### src/rtl/uart_tx_arbiter_if.sv
// uart_tx_arbiter_if
//   Bundles the three producer handshakes, the UART controller TX handshake and
//   the arbiter status outputs into one port.
//   slave  : arbiter side (consumes producer frames, drives the controller).
//   master : producer/controller side (testbench or surrounding logic).
//   Signals:
//     i_{ADS,MPR,REG}_DATA[39:0], i_{ADS,MPR,REG}_VALID, o_{ADS,MPR,REG}_READY
//     o_UART_DATA_TX[39:0], o_UART_DATA_TX_VALID, i_UART_DATA_TX_READY
//     o_DROP_CNT[7:0], o_TIMEOUT
interface uart_tx_arbiter_if;
  logic [39:0] i_ADS_DATA;
  logic        i_ADS_VALID;
  logic        o_ADS_READY;
  logic [39:0] i_MPR_DATA;
  logic        i_MPR_VALID;
  logic        o_MPR_READY;
  logic [39:0] i_REG_DATA;
  logic        i_REG_VALID;
  logic        o_REG_READY;
  logic [39:0] o_UART_DATA_TX;
  logic        o_UART_DATA_TX_VALID;
  logic        i_UART_DATA_TX_READY;
  logic [7:0]  o_DROP_CNT;
  logic        o_TIMEOUT;

  modport slave (
    input  i_ADS_DATA, i_ADS_VALID, i_MPR_DATA, i_MPR_VALID,
           i_REG_DATA, i_REG_VALID, i_UART_DATA_TX_READY,
    output o_ADS_READY, o_MPR_READY, o_REG_READY,
           o_UART_DATA_TX, o_UART_DATA_TX_VALID, o_DROP_CNT, o_TIMEOUT
  );

  modport master (
    output i_ADS_DATA, i_ADS_VALID, i_MPR_DATA, i_MPR_VALID,
           i_REG_DATA, i_REG_VALID, i_UART_DATA_TX_READY,
    input  o_ADS_READY, o_MPR_READY, o_REG_READY,
           o_UART_DATA_TX, o_UART_DATA_TX_VALID, o_DROP_CNT, o_TIMEOUT
  );
endinterface

### src/rtl/uart_tx_arbiter.sv
// uart_tx_arbiter
//   Shares the 40-bit UART TX frame port between the ADS sample, MPR sample and
//   register-reply producers. Each producer owns a one-entry buffer; the FSM
//   grants one buffered frame at a time, holds it on the controller handshake
//   until READY falls (accepted) and then waits for READY to return (sent).
//   Frames with an unknown header are dropped and counted; a frame the
//   controller never accepts is aborted after ACK_TIMEOUT cycles.
// Ports:
//   i_CLK  clock
//   i_RST  asynchronous active-high reset
//   bus    uart_tx_arbiter_if.slave (producer handshakes, controller TX
//          handshake, o_DROP_CNT, o_TIMEOUT)
// Build option:
//   UART_ARB_ROUND_ROBIN_EN  defined   : round-robin ADS -> MPR -> REG
//                            undefined : fixed priority REG > ADS > MPR
module uart_tx_arbiter #(
  parameter logic [15:0] ACK_TIMEOUT = 16'd50000,
  parameter logic [7:0]  HDR_ADS     = 8'h41,
  parameter logic [7:0]  HDR_MPR     = 8'h4D,
  parameter logic [7:0]  HDR_ADS_REG = 8'h61,
  parameter logic [7:0]  HDR_MPR_REG = 8'h6D
) (
  input logic             i_CLK,
  input logic             i_RST,
  uart_tx_arbiter_if.slave bus
);
  localparam int         NUM_SRC = 3;
  localparam logic [1:0] SRC_ADS = 2'd0;
  localparam logic [1:0] SRC_MPR = 2'd1;
  localparam logic [1:0] SRC_REG = 2'd2;

  typedef enum logic [1:0] {ST_IDLE, ST_REQ, ST_BUSY} state_t;

  state_t                         state, state_nxt;
  logic [NUM_SRC-1:0]             src_vld, buf_full, buf_clr;
  logic [NUM_SRC-1:0][39:0]       src_data, buf_data;
  logic                           win_vld, grant, drop, tmo_hit;
  logic [1:0]                     win_idx;
  logic [15:0]                    tmo_cnt;
  logic [39:0]                    tx_data;
  logic [7:0]                     drop_cnt;
  logic                           tmo_pulse;

  function automatic logic hdr_ok(input logic [7:0] h);
    return (h == HDR_ADS) || (h == HDR_MPR) || (h == HDR_ADS_REG) || (h == HDR_MPR_REG);
  endfunction

  assign src_vld  = {bus.i_REG_VALID, bus.i_MPR_VALID, bus.i_ADS_VALID};
  assign src_data = {bus.i_REG_DATA,  bus.i_MPR_DATA,  bus.i_ADS_DATA};

  assign bus.o_ADS_READY          = ~buf_full[SRC_ADS];
  assign bus.o_MPR_READY          = ~buf_full[SRC_MPR];
  assign bus.o_REG_READY          = ~buf_full[SRC_REG];
  assign bus.o_UART_DATA_TX       = tx_data;
  assign bus.o_UART_DATA_TX_VALID = (state == ST_REQ);
  assign bus.o_DROP_CNT           = drop_cnt;
  assign bus.o_TIMEOUT            = tmo_pulse;

  // One-entry buffers. A buffer is never captured into and cleared in the
  // same cycle: clearing needs it full, capture needs it empty.
  always_ff @(posedge i_CLK or posedge i_RST) begin
    if (i_RST) begin
      buf_full <= '0;
      buf_data <= '0;
    end else begin
      for (int s = 0; s < NUM_SRC; s++) begin
        if (buf_clr[s]) begin
          buf_full[s] <= 1'b0;
        end else if (src_vld[s] && !buf_full[s]) begin
          buf_full[s] <= 1'b1;
          buf_data[s] <= src_data[s];
        end
      end
    end
  end

  // Winner select. A bad-header frame still wins its slot; the FSM then
  // drops it instead of granting it.
`ifdef UART_ARB_ROUND_ROBIN_EN
  logic [1:0] rr_ptr;

  function automatic logic [1:0] rr_at(input logic [1:0] p, input int k);
    int j;
    j = int'(p) + k;
    if (j >= NUM_SRC) j = j - NUM_SRC;
    return 2'(j);
  endfunction

  always_comb begin
    win_vld = 1'b0;
    win_idx = SRC_ADS;
    // Walk from farthest to nearest so the source closest to the pointer wins.
    for (int k = NUM_SRC - 1; k >= 0; k--) begin
      if (buf_full[rr_at(rr_ptr, k)]) begin
        win_vld = 1'b1;
        win_idx = rr_at(rr_ptr, k);
      end
    end
  end

  always_ff @(posedge i_CLK or posedge i_RST) begin
    if (i_RST)
      rr_ptr <= SRC_ADS;
    else if (grant || drop)
      rr_ptr <= (win_idx == SRC_REG) ? SRC_ADS : win_idx + 2'd1;
  end
`else
  always_comb begin
    win_vld = 1'b1;
    win_idx = SRC_ADS;
    if (buf_full[SRC_REG])      win_idx = SRC_REG;
    else if (buf_full[SRC_ADS]) win_idx = SRC_ADS;
    else if (buf_full[SRC_MPR]) win_idx = SRC_MPR;
    else                        win_vld = 1'b0;
  end
`endif

  always_comb begin
    state_nxt = state;
    buf_clr   = '0;
    grant     = 1'b0;
    drop      = 1'b0;
    tmo_hit   = 1'b0;
    case (state)
      ST_IDLE: begin
        if (win_vld && bus.i_UART_DATA_TX_READY) begin
          buf_clr[win_idx] = 1'b1;
          if (hdr_ok(buf_data[win_idx][39:32])) begin
            grant     = 1'b1;
            state_nxt = ST_REQ;
          end else begin
            drop = 1'b1;
          end
        end
      end
      ST_REQ: begin
        // READY falling is the only acceptance indication; it beats a
        // timeout landing on the same cycle.
        if (!bus.i_UART_DATA_TX_READY) begin
          state_nxt = ST_BUSY;
        end else if (tmo_cnt == ACK_TIMEOUT - 16'd1) begin
          tmo_hit   = 1'b1;
          state_nxt = ST_IDLE;
        end
      end
      ST_BUSY: begin
        if (bus.i_UART_DATA_TX_READY) state_nxt = ST_IDLE;
      end
      default: state_nxt = ST_IDLE;
    endcase
  end

  always_ff @(posedge i_CLK or posedge i_RST) begin
    if (i_RST) begin
      state     <= ST_IDLE;
      tmo_cnt   <= '0;
      tx_data   <= '0;
      drop_cnt  <= '0;
      tmo_pulse <= 1'b0;
    end else begin
      state     <= state_nxt;
      tmo_pulse <= tmo_hit;
      if (grant) begin
        tx_data <= buf_data[win_idx];
        tmo_cnt <= '0;
      end else if (state == ST_REQ) begin
        tmo_cnt <= tmo_cnt + 16'd1;
      end
      if (drop && drop_cnt != 8'hFF) drop_cnt <= drop_cnt + 8'd1;
    end
  end
endmodule

### src/flat_wrapper.sv
// flat-port wrapper written by rule: the top's interface ports become plain ports
module uart_tx_arbiter_flat 
#(
  parameter logic [15:0] ACK_TIMEOUT = 16'd50000,
  parameter logic [7:0]  HDR_ADS     = 8'h41,
  parameter logic [7:0]  HDR_MPR     = 8'h4D,
  parameter logic [7:0]  HDR_ADS_REG = 8'h61,
  parameter logic [7:0]  HDR_MPR_REG = 8'h6D
)
  (i_CLK, i_RST, bus_i_ADS_DATA, bus_i_ADS_VALID, bus_i_MPR_DATA, bus_i_MPR_VALID, bus_i_REG_DATA, bus_i_REG_VALID, bus_i_UART_DATA_TX_READY, bus_o_ADS_READY, bus_o_MPR_READY, bus_o_REG_READY, bus_o_UART_DATA_TX, bus_o_UART_DATA_TX_VALID, bus_o_DROP_CNT, bus_o_TIMEOUT);
  uart_tx_arbiter_if bus_i ();
  input logic i_CLK;
  input logic i_RST;
  input wire logic [$bits(bus_i.i_ADS_DATA)-1:0] bus_i_ADS_DATA;
  input wire logic [$bits(bus_i.i_ADS_VALID)-1:0] bus_i_ADS_VALID;
  input wire logic [$bits(bus_i.i_MPR_DATA)-1:0] bus_i_MPR_DATA;
  input wire logic [$bits(bus_i.i_MPR_VALID)-1:0] bus_i_MPR_VALID;
  input wire logic [$bits(bus_i.i_REG_DATA)-1:0] bus_i_REG_DATA;
  input wire logic [$bits(bus_i.i_REG_VALID)-1:0] bus_i_REG_VALID;
  input wire logic [$bits(bus_i.i_UART_DATA_TX_READY)-1:0] bus_i_UART_DATA_TX_READY;
  output wire logic [$bits(bus_i.o_ADS_READY)-1:0] bus_o_ADS_READY;
  output wire logic [$bits(bus_i.o_MPR_READY)-1:0] bus_o_MPR_READY;
  output wire logic [$bits(bus_i.o_REG_READY)-1:0] bus_o_REG_READY;
  output wire logic [$bits(bus_i.o_UART_DATA_TX)-1:0] bus_o_UART_DATA_TX;
  output wire logic [$bits(bus_i.o_UART_DATA_TX_VALID)-1:0] bus_o_UART_DATA_TX_VALID;
  output wire logic [$bits(bus_i.o_DROP_CNT)-1:0] bus_o_DROP_CNT;
  output wire logic [$bits(bus_i.o_TIMEOUT)-1:0] bus_o_TIMEOUT;
  assign bus_i.i_ADS_DATA = bus_i_ADS_DATA;
  assign bus_i.i_ADS_VALID = bus_i_ADS_VALID;
  assign bus_i.i_MPR_DATA = bus_i_MPR_DATA;
  assign bus_i.i_MPR_VALID = bus_i_MPR_VALID;
  assign bus_i.i_REG_DATA = bus_i_REG_DATA;
  assign bus_i.i_REG_VALID = bus_i_REG_VALID;
  assign bus_i.i_UART_DATA_TX_READY = bus_i_UART_DATA_TX_READY;
  assign bus_o_ADS_READY = bus_i.o_ADS_READY;
  assign bus_o_MPR_READY = bus_i.o_MPR_READY;
  assign bus_o_REG_READY = bus_i.o_REG_READY;
  assign bus_o_UART_DATA_TX = bus_i.o_UART_DATA_TX;
  assign bus_o_UART_DATA_TX_VALID = bus_i.o_UART_DATA_TX_VALID;
  assign bus_o_DROP_CNT = bus_i.o_DROP_CNT;
  assign bus_o_TIMEOUT = bus_i.o_TIMEOUT;
  uart_tx_arbiter #(.ACK_TIMEOUT(ACK_TIMEOUT), .HDR_ADS(HDR_ADS), .HDR_MPR(HDR_MPR), .HDR_ADS_REG(HDR_ADS_REG), .HDR_MPR_REG(HDR_MPR_REG)) u_core (.i_CLK(i_CLK), .i_RST(i_RST), .bus(bus_i));
endmodule
### config.mk
export PLATFORM = sky130hd
export DESIGN_NAME = uart_tx_arbiter_flat
export DESIGN_NICKNAME = d
export VERILOG_FILES = /design/src/rtl/uart_tx_arbiter_if.sv /design/src/rtl/uart_tx_arbiter.sv /design/src/flat_wrapper.sv
export SDC_FILE = /design/constraint.sdc
export NUM_CORES = 1
export LEC_CHECK = 0
export ABC_AREA = 0
export CAP_MARGIN = 0
export CORE_ASPECT_RATIO = 0.5
export CORE_MARGIN = 2
export CORE_UTILIZATION = 51
export CTS_CLUSTER_DIAMETER = 80
export DETAILED_ROUTE_END_ITERATION = 10
export GPL_ROUTABILITY_DRIVEN = 1
export GPL_TIMING_DRIVEN = 0
export PLACE_DENSITY = 0.8
export SYNTH_ARGS = -nofsm -noshare
export SYNTH_HDL_FRONTEND = slang
export SYNTH_SLANG_ARGS = --single-unit
### constraint.sdc
create_clock -name i_CLK -period 8.1 [get_ports i_CLK]
set_clock_uncertainty 0.15 [all_clocks]
set_input_delay 1.62 -clock i_CLK [delete_from_list [all_inputs] [get_ports i_CLK]]
set_output_delay 1.62 -clock i_CLK [all_outputs]
set_load 0.03 [all_outputs]
==> results of run 1 <==
-- registers in the layout, summed over array words and instances, names as in the netlist --
| name | count |
|---|---|
| u_core.buf_full | 3 |
| u_core.buf_data | 120 |
| u_core.bus.o_DROP_CNT | 8 |
| u_core.bus.o_TIMEOUT | 1 |
| u_core.state | 2 |
| u_core.bus.o_UART_DATA_TX | 40 |
| u_core.tmo_cnt | 16 |
-- routing by layer --
metal,vias to the layer above,routed length (um),share of wire
li1,2595,-,-
met1,2835,8213,0.43
met2,122,9650,0.51
met3,30,810,0.043
met4,0,377,0.020
met5,-,0,0
-- metrics by stage --
stage / setup slack, ps / hold WS, ps / setup TNS (ps) / instances
floorplan: 1160 / 321.0 / 0 / 625
global placement: -1137 / 303.9 / -214030 / 1007
detailed placement: 3590 / 309.1 / 0 / 1008
CTS: 3945 / 324.1 / 0 / 1040
global route: 3815 / 347.6 / 0 / 1040
finish: 3953 / 314.7 / 0 / 1040
-- worst min path at each step --
| stage | startpoint | end | slack [ps] | cells after the start |
|---|---|---|---|---|
| final | u_core.bus.o_UART_DATA_TX[38]$_DFFE_PP0P_ | u_core.bus.o_UART_DATA_TX[38]$_DFFE_PP0P_ | 310 | 1 |
| after global routing | u_core.bus.o_UART_DATA_TX[32]$_DFFE_PP0P_ | u_core.bus.o_UART_DATA_TX[32]$_DFFE_PP0P_ | 350 | 1 |
| after CTS | u_core.bus.o_UART_DATA_TX[38]$_DFFE_PP0P_ | u_core.bus.o_UART_DATA_TX[38]$_DFFE_PP0P_ | 320 | 1 |
| after detailed placement | u_core.bus.o_UART_DATA_TX[38]$_DFFE_PP0P_ | u_core.bus.o_UART_DATA_TX[38]$_DFFE_PP0P_ | 310 | 1 |
| after global placement | u_core.bus.o_UART_DATA_TX[38]$_DFFE_PP0P_ | u_core.bus.o_UART_DATA_TX[38]$_DFFE_PP0P_ | 300 | 1 |
| after floorplan | u_core.buf_data[32]$_DFFE_PP0P_ | u_core.buf_data[32]$_DFFE_PP0P_ | 320 | 1 |
-- placed cells by master (no fill, tap or decap), drive strengths merged, types with 5 or more instances in the layout --
master,instances
a21o,5
nor2b,8
nor3,9
mux2i,34
o21ai,46
clkdlybuf4s50,178
xor2,11
mux2,155
buf,17
inv,16
nor2,16
clkbuf,37
dfrtp,190
nand2,51
nand3,10
-- critical path, delay by kind of cell (launching register included) --
kind | cells | cell delay [ps]
buf+inv | 3 | 1340
simple gates | 1 | 220
flops | 1 | 390
-- kinds of logic after synthesis --
family / Yosys count
XOR/XNOR: 14
AND/OR/NAND/NOR: 126
adder cells (fa/ha/maj): 2
flip-flops: 190
buffers and inverters: 43
AO/OA/AOI/OAI: 61
multiplexers: 189
-- area by class of cell --
| type | count | area (um^2) | area share |
|---|---|---|---|
| multi-input combinational | 392 | 3239 | 0.2992 |
| clock inverter | 13 | 127.6 | 0.01179 |
| buffer | 34 | 157.7 | 0.01456 |
| tap | 204 | 255.2 | 0.02357 |
| sequential | 190 | 4755 | 0.4391 |
| clock buffer | 19 | 442.9 | 0.04091 |
| inverter | 9 | 41.29 | 0.003813 |
| timing repair buffer | 179 | 1809 | 0.1671 |
-- power groups by stage --
stage                     Sequential (mW)  Clock, mW  Combinational (mW)
after detailed placement             1.67          0                1.67
after global placement               1.65          0                1.61
final                                1.66      0.819                1.66
after global routing                 1.72      0.872                1.80
after CTS                            1.66      0.834                1.68
after floorplan                      1.80          0               0.945
==> impl_results.md, run 1 <==
- CP max FO: 10
- Chip Height: 93.58 um
- # DRC: 0
- FP Rows: 32
- Seq cells post-synth: 190
- Largest net degree at the start of global routing: 117
- Switch share: 0.3557
- First-pass GRT wire length: 30910 um
- Asr flop ratio synth: 1.000
- Grt ovf: 0
- Share of cells above drive strength 1: 0.2285
- WL per Instance: 18.32 um
- Layout Nets: 951
- Die width: 183.2 um
- Fin util: 0.6970
- Post-DP Area: 0.01026 mm^2
- Root Driver: clkbuf_16
- Reg-to-reg startpoint: u_core.buf_full[1]$_DFFE_PP0P_
- Drt via density: 5.367
- Setup crit start kind: register
- Layout overhead on the synthesized area: 32.28%
- Xor-xnor portion of the synthesized cell area: 0.01590
- Maximum clock rate: 0.2412 GHz
- Clock latency on the worst-skew pair: 430 ps
- Clock share of power: 0.198
- CTS tree: done
- Antenna-violating nets left: 0
- Outcome: completed
- Post-synthesis adder-cell area fraction: 0.003057
- Internal power: 2.666 mW
- Slew HR: 0.3096
- Synth Area in Compound Gates: 0.04295
- CTS Buf Count: 17
- Port Buffers: 178
- Depth of the CTS H-tree: 4
- Critical Path RT: 6330 ps
- Netlist cell types: 48
- Number of fill cells: 1116
- Worst Setup EP: bus_o_UART_DATA_TX_VALID
- Cell taking the most area after synthesis: dfrtp_1
- Number of global-route vias before repair: 5897
- DP HPWL: 13440 um
- Reg clk slew, reported paths: 60 ps
- Final critical-path share of the clock period: 0.5119
- Endpoints failing setup: 0
- # diodes: 0
- Post-cts resize count: 0
- GRT met1 Usage: 0.3038
- Comb power frac: 0.401
- Max-slew violations: 0
- Crit path kind: register to primary output
- Ys Warns: 0
- Crit Reg-Reg Endpoint: u_core.bus.o_UART_DATA_TX[0]$_DFFE_PP0P_
- Io pins: 179
- Starting Density: 0.5269
- Post CTS Setup Buffer Count: 0
- Worst Tran Pin Value: 1027 ps
- Unrepaired setup endpoints after global routing: no
- Final Hold Fails: 0
- Sequential share of the synthesized area: 0.5809
- NetSw: 1.472 mW
- Mapped Cells: 625
- Mux share of post-synthesis cell area: 0.2548
- GP Congestion: 0.8052
- Commonest cells post-synth: dfrtp_1, mux2_2, nand2_1, o21ai_0, mux2i_1
- Total power: 4.138 mW
- Top-area cell type share of the netlist area: 0.5809
- Tot GR Track Use: 0.2367
- Met2 Use GR: 0.4037
- Drt total wl: 19050 um
- Maximum VDD drop: 0.0002112 V
- Clk buf depth: 2
- Pwr dens: 382.1 mW/mm^2
- Met3 usage: 0.05530
- Worst setup startpoint: u_core.state[1]$_DFFE_PP0P_
- Simple-gate share of the synthesized area: 0.07903
- Mean post-synth cell area: 13.10 um^2
- Post-synthesis instance area: 0.008185 mm^2
- CP endpoint kind: primary output
- Count leader, synth: dfrtp_1
- EDFF count, synth: 0
- Fin crit period: 4147 ps
- Slowest CP cell: clkdlybuf4s50_1
- Largest stage delay on the critical path: 760 ps
- CP Cell Sequence: nand2b_1 > inv_1 > clkbuf_1 > clkdlybuf4s50_1
- Total iterations of the first detailed-routing run: 5
- Initial antenna violation count: 0
- Top cells by area, synth: dfrtp_1, mux2_2, mux2i_1
- GR peak layer: met2
- Sequential share of power: 0.401
- Largest family of logic cells by synthesized area: multiplexers
- Dominant synthesized flop cell: dfrtp_1
- Reg2Reg Setup Slack: 5190 ps
- Leakage power: 4.602 nW
- CP arrival: 2380 ps
- Hold Crit Class: register to register
- DRT iter0 DRCs: 256
- Core Region: 0.01553 mm^2
- Clk sink count: 190
- Post-route cell area: 0.01083 mm^2
- # hold bufs at CTS: 0
- Die area: 0.01714 mm^2
- Max Cap Violations: 0
- Syn nets: 753
- Routed vias: 5582
- R2R depth: 8
No activity file was read; power rests on OpenSTA's default activity.
==> inputs of run 2 (changes only) <==
--- a/config.mk
+++ b/config.mk
@@ -9,12 +9,12 @@
 export CAP_MARGIN = 0
 export CORE_ASPECT_RATIO = 0.5
 export CORE_MARGIN = 2
-export CORE_UTILIZATION = 51
+export CORE_UTILIZATION = 46
 export CTS_CLUSTER_DIAMETER = 80
 export DETAILED_ROUTE_END_ITERATION = 10
 export GPL_ROUTABILITY_DRIVEN = 1
 export GPL_TIMING_DRIVEN = 0
-export PLACE_DENSITY = 0.8
+export PLACE_DENSITY = 0.77
 export SYNTH_ARGS = -nofsm -noshare
 export SYNTH_HDL_FRONTEND = slang
 export SYNTH_SLANG_ARGS = --single-unit
==> constraint.sdc (replaced) <==
create_clock -name i_CLK -period 3.47 [get_ports i_CLK]
set_clock_uncertainty 0.15 [all_clocks]
set_input_delay 0.694 -clock i_CLK [delete_from_list [all_inputs] [get_ports i_CLK]]
set_output_delay 0.694 -clock i_CLK [all_outputs]
set_load 0.03 [all_outputs]
==> run 2 against run 1 <==
- wire length rose by 2.6%
- combinational power rose by 130%
- flip-flop and latch count did not move
- cell area rose by 1.0%
- worst setup slack got worse by 3700 ps
- sequential power rose by 130%
- first-iteration DRC count fell by 16%
- register-to-register slack got worse by 4600 ps
- sequential share of layout area fell by 0.45 points
==> impl_results.md, run 2 (synthesis results as in run 1) <==
- Root Driver: clkbuf_16
- Endpoints failing setup: 0 (unchanged)
- Max Cap Violations: 0 (unchanged)
- Max-slew violations: 0 (unchanged)
- CP endpoint kind: register
- Area of the multi-input gates: 0.003239 mm^2 (unchanged)
- Io pins: 179 (unchanged)
- Clock share of power: 0.204 (+0.006)
- Unrepaired setup endpoints after global routing: no
- Clock latency on the worst-skew pair: 420 ps (about the same)
- Most frequent cells in the layout: dfrtp_1, clkdlybuf4s50_1, mux2_2
- Max reg flops: 120 (unchanged)
- Tot GR Track Use: 0.2200 (-0.01667)
- Number of global-route vias before repair: 6056 (+2.7%)
- Total power: 9.746 mW (+140%)
- Worst Tran Pin Value: 1053 ps (+26.14 ps)
- Critical Path RT: 3620 ps (-2710 ps)
- Leakage power: 4.633 nW (+0.66%)
- Die width: 192.7 um (+5.2%)
- Antenna-violating nets left: 0 (unchanged)
- Maximum VDD drop: 0.0004832 V (+130%)
- Slew HR: 0.2921 (-0.01758)
- Drt total wl: 19550 um (+2.6%)
- Maximum clock rate: 0.3088 GHz
- CP max FO: 10 (unchanged)
- Clk buf depth: 2 (unchanged)
- Sequential share of power: 0.396 (-0.005)
- Number of fill cells: 1370 (+23%)
- CTS Buf Count: 17 (unchanged)
- Seq. cell area: 0.004755 mm^2 (unchanged)
- Largest reg by FF count: u_core.buf_data
- Die area: 0.01894 mm^2 (+11%)
- Commonest non-fill, non-tap cell in the layout: dfrtp_1
- Depth of the CTS H-tree: 4 (unchanged)
- Fin Hold WS: 334.3 ps (+19.60 ps)
- Reg clk slew, reported paths: 70 ps (about the same)
- Port Buffers: 178 (unchanged)
- Setup crit start kind: input port
- Fin util: 0.6287 (-0.06828)
- Internal power: 6.263 mW (+130%)
- # hold bufs at CTS: 0 (unchanged)
- Outcome: completed
- Final critical-path share of the clock period: 0.9332
- Largest net degree at the start of global routing: 43 (-63%)
- Fin crit period: 3238 ps
- Layout Nets: 954 (+0.32%)
- Worst setup startpoint: bus_i_UART_DATA_TX_READY
- Comb power frac: 0.400 (about the same)
- Hold_sp: u_core.bus.o_UART_DATA_TX[32]$_DFFE_PP0P_
- Clk sink count: 190 (unchanged)
- # DRC: 0 (unchanged)
- Core Region: 0.01740 mm^2 (+12%)
- Final Hold Fails: 0 (unchanged)
- Starting Density: 0.4704 (-0.05646)
- Initial antenna violation count: 0 (unchanged)
- Crit path kind: input port to register
- Post CTS Setup Buffer Count: 0 (unchanged)
- Chip Height: 98.33 um (+5.1%)
- Final WS setup: 231.6 ps (-3722 ps)
- GP Congestion: 0.8176 (+1.5%)
- Routed vias: 5540 (-0.75%)
- Pre-CTS setup slack: -184.3 ps (-3774 ps)
- Hold Crit Class: register to register
- Layout overhead on the synthesized area: 33.64%
- First-pass GRT wire length: 32040 um (+3.7%)
- Grt ovf: 0 (unchanged)
- Reg-to-reg startpoint: u_core.buf_full[1]$_DFFE_PP0P_
- DRT iter0 DRCs: 214 (-16%)
- CTS tree: done
- # diodes: 0 (unchanged)
- Total iterations of the first detailed-routing run: 4 (-1)
- Post-cts resize count: 0 (unchanged)
- Switch share: 0.3574 (+0.001661)
- Share of cells above drive strength 1: 0.2324 (+0.003951)
- CP arrival: 3390 ps (+1010 ps)
- DP HPWL: 14150 um (+5.3%)
- Drt via density: 5.163 (-3.8%)
- Pwr dens: 890.9 mW/mm^2 (+130%)
- WL per Instance: 18.22 um (-0.56%)
- NetSw: 3.483 mW (+140%)
- FP Rows: 34 (+6.3%)
[run 2: cell types whose count changed in the layout (fill, tap and decap cells not counted), sizes merged]
cell / change
clkinvlp: +1
clkinv: -1
buf: +3
[run 2: cell type report]
type                            count  share of cell area
Buffer                             34             0.01441
Multi-Input combinational cell    392              0.2961
Clock buffer                       19             0.04140
Inverter                            9            0.003431
Timing Repair Buffer              182              0.1702
Tap cell                          234             0.02676
Clock inverter                     13             0.01304
Sequential cell                   190              0.4346
[run 2: power by group through the flow]
stage | Clock, mW | Combinational (mW) | Sequential (mW)
after floorplan | 0 | 2.21 | 4.21
after global placement | 0 | 3.79 | 3.84
after detailed placement | 0 | 3.92 | 3.89
after CTS | 2.01 | 3.95 | 3.87
after global routing | 2.11 | 4.23 | 4.00
final | 1.98 | 3.90 | 3.86
[run 2: worst max-delay path: stages]
cell and delay [ps]:
clkdlybuf4s50_1 520, nor3b_1 490, o31ai_1 380, nor3_2 460, buf_4 300, buf_6 190
mux2_1 330
[run 2: routing by layer]
layer | vias to the layer above | wire length, um | global-route usage
li1 | 2596 | - | -
met1 | 2832 | 8558 | 0.2932
met2 | 89 | 10040 | 0.3681
met3 | 23 | 550 | 0.03846
met4 | 0 | 399 | 0.06988
met5 | - | 0 | 0
[run 2: final timing paths]
| path | cells after the start | slack (ps) | end |
|---|---|---|---|
| setup / recovery | 7 | 230 | u_core.bus.o_UART_DATA_TX[4]$_DFFE_PP0P_ |
| hold / removal | 1 | 330 | u_core.bus.o_UART_DATA_TX[32]$_DFFE_PP0P_ |
| setup reg to reg | 8 | 560 | u_core.bus.o_UART_DATA_TX[4]$_DFFE_PP0P_ |
| hold reg to reg | 1 | 330 | u_core.bus.o_UART_DATA_TX[32]$_DFFE_PP0P_ |
| max in group asynchronous | 4 | 1520 | u_core.buf_data[48]$_DFFE_PP0P_ |
| min in group asynchronous | 2 | 660 | u_core.buf_data[69]$_DFFE_PP0P_ |
[run 2: metrics by stage]
step | cell area [um^2] | instances | TNS, ps
finish | 10940 | 1073 | 0
global route | 10940 | 1073 | 0
CTS | 10940 | 1073 | 0
detailed placement | 10340 | 1041 | -4398
global placement | 10260 | 1037 | -245170
floorplan | 8189 | 625 | 0
==> inputs of run 3 (changes only) <==
--- a/config.mk
+++ b/config.mk
@@ -15,6 +15,7 @@
 export GPL_ROUTABILITY_DRIVEN = 1
 export GPL_TIMING_DRIVEN = 0
 export PLACE_DENSITY = 0.77
+export RECOVER_POWER = 25
 export SYNTH_ARGS = -nofsm -noshare
 export SYNTH_HDL_FRONTEND = slang
 export SYNTH_SLANG_ARGS = --single-unit
==> run 3 against run 2 <==
- largest cell class unchanged
- critical path type is now register to primary output
- via count grew 0.22%
- register-to-register slack got worse by 20 ps
- sequential power about the same
- global-route usage did not move
- the run now ends with max-capacitance violations, max-slew violations left
- wire length up 0.29%
- hold slack about the same
==> impl_results.md, run 3 (synthesis results as in run 1) <==
- Outcome: complete, but fails checks
- Failing checks: max-capacitance violations, max-slew violations
- R2R depth: 8 (unchanged)
- Clk buf depth: 2 (unchanged)
- Core Region: 0.01740 mm^2 (unchanged)
- Grt ovf: 0 (unchanged)
- Pre-CTS setup slack: -184.3 ps (unchanged)
- Seq. cell area: 0.004755 mm^2 (unchanged)
- Unrepaired setup endpoints after global routing: no
- Leakage power: 4.628 nW (-0.10%)
- Max-slew violations: 39 (+39)
- Fin crit period: 3240 ps (+2.060 ps)
- WL per Instance: 18.25 um (+0.20%)
- DP HPWL: 14150 um (unchanged)
- Slew HR: -0.1960 (-0.4880)
- Clk sink count: 190 (unchanged)
- Most frequent cells in the layout: dfrtp_1, clkdlybuf4s50_1, mux2_2
- Hold Crit Class: register to register
- Die width: 192.7 um (unchanged)
- Depth of the CTS H-tree: 4 (unchanged)
- # DRC: 0 (unchanged)
- Worst Tran Pin Value: 1784 ps (+731.3 ps)
- # hold bufs at CTS: 0 (unchanged)
- Maximum clock rate: 0.3086 GHz (about the same)
- Area of the multi-input gates: 0.003239 mm^2 (unchanged)
- Final critical-path share of the clock period: 0.9338 (about the same)
- First-pass GRT wire length: 32040 um (unchanged)
- Reg2Reg Setup Slack: 540 ps (-20 ps)
- GP Congestion: 0.8176 (unchanged)
- Final WS setup: 229.6 ps (-2.060 ps)
- Maximum VDD drop: 0.0004887 V (+1.1%)
- Hold path depth: 1 (unchanged)
- Max reg flops: 120 (unchanged)
- Setup crit start kind: register
- CP endpoint kind: primary output
- Fin util: 0.6279 (-0.0008630)
- CP arrival: 2400 ps (-990 ps)
- Initial antenna violation count: 1 (+1)
- CTS Buf Count: 17 (unchanged)
- Reg clk slew, reported paths: 70 ps (about the same)
- Endpoints failing setup: 0 (unchanged)
- CP max FO: 10 (unchanged)
- Post-cts resize count: 0 (unchanged)
- Critical Path RT: 2630 ps (-990 ps)
- Root Driver: clkbuf_16
- Total power: 9.747 mW (about the same)
- Pwr dens: 892.3 mW/mm^2 (+0.15%)
- Clock latency on the worst-skew pair: 430 ps (about the same)
- Number of fill cells: 1371 (+0.073%)
- Total iterations of the first detailed-routing run: 4 (unchanged)
- Commonest non-fill, non-tap cell in the layout: dfrtp_1
- DRT iter0 DRCs: 207 (-3.3%)
- Layout Nets: 954 (unchanged)
- Final Hold Fails: 0 (unchanged)
- Number of global-route vias before repair: 6056 (unchanged)
- Io pins: 179 (unchanged)
- Drt total wl: 19600 um (+0.29%)
- Max Cap Violations: 1 (+1)
- Die area: 0.01894 mm^2 (unchanged)
- Port Buffers: 178 (unchanged)
- Antenna-violating nets left: 0 (unchanged)
- Share of cells above drive strength 1: 0.2324 (unchanged)
- Routed vias: 5552 (+0.22%)
- Tot GR Track Use: 0.2200 (unchanged)
- Drt via density: 5.169 (+0.12%)
- FP Rows: 34 (unchanged)
- Crit path kind: register to primary output
- Starting Density: 0.4704 (unchanged)
- CTS tree: done
- Post CTS Setup Buffer Count: 0 (unchanged)
- Largest reg by FF count: u_core.buf_data
- Largest net degree at the start of global routing: 43 (unchanged)
- Layout overhead on the synthesized area: 33.46%
- Chip Height: 98.33 um (unchanged)
-- run 3: layout make-up --
type | count | share of cell area
sequential | 190 | 0.4352
multi-input combinational | 392 | 0.2965
timing repair buffer | 182 | 0.1691
clock buffer | 19 | 0.04146
tap | 234 | 0.02680
buffer | 34 | 0.01443
clock inverter | 13 | 0.01306
inverter | 9 | 0.003207
antenna | 1 | 0.0002291
-- run 3: worst paths after layout --
| path | from | end |
|---|---|---|
| max in group asynchronous | i_RST | u_core.bus.o_UART_DATA_TX[38]$_DFFE_PP0P_ |
| min in group asynchronous | i_RST | u_core.buf_data[69]$_DFFE_PP0P_ |
| worst max register to register | u_core.buf_full[1]$_DFFE_PP0P_ | u_core.bus.o_UART_DATA_TX[4]$_DFFE_PP0P_ |
| worst min register to register | u_core.bus.o_UART_DATA_TX[32]$_DFFE_PP0P_ | u_core.bus.o_UART_DATA_TX[32]$_DFFE_PP0P_ |
| worst max-delay path | u_core.state[1]$_DFFE_PP0P_ | bus_o_UART_DATA_TX_VALID |
| worst min-delay path | u_core.bus.o_UART_DATA_TX[32]$_DFFE_PP0P_ | u_core.bus.o_UART_DATA_TX[32]$_DFFE_PP0P_ |
-- run 3: routing by layer --
layer	up-vias	global-route usage	share of wire
met3	24	0.03846	0.030
met2	92	0.3681	0.51
met4	0	0.06988	0.019
met5	-	0	0
met1	2838	0.2932	0.44
li1	2598	-	-
-- run 3: where the power goes --
part	internal [mW]	leakage [nW]	switching [mW]	total, mW
clock	1.06	0.289	0.923	1.98
sequential	3.25	2.31	0.617	3.87
combinational	1.95	2.03	1.95	3.90
total	6.26	4.63	3.49	9.75
-- run 3: per-stage QoR --
step	hold WS (ps)	instance area (um^2)	std cells	TNS, ps
6_report	334.4	10920	1074	0
5_1_grt	357.9	10920	1074	0
4_1_cts	336.3	10940	1073	0
3_5_place_dp	318.1	10340	1041	-4398
3_3_place_gp	307.1	10260	1037	-245170
2_1_floorplan	321.0	8189	625	0
-- run 3: critical path, stage by stage (launching register included) --
cell and delay [ps]:
dfrtp_1 390, nand2b_1 220, inv_1 210, clkbuf_1 390, clkdlybuf4s50_1 760
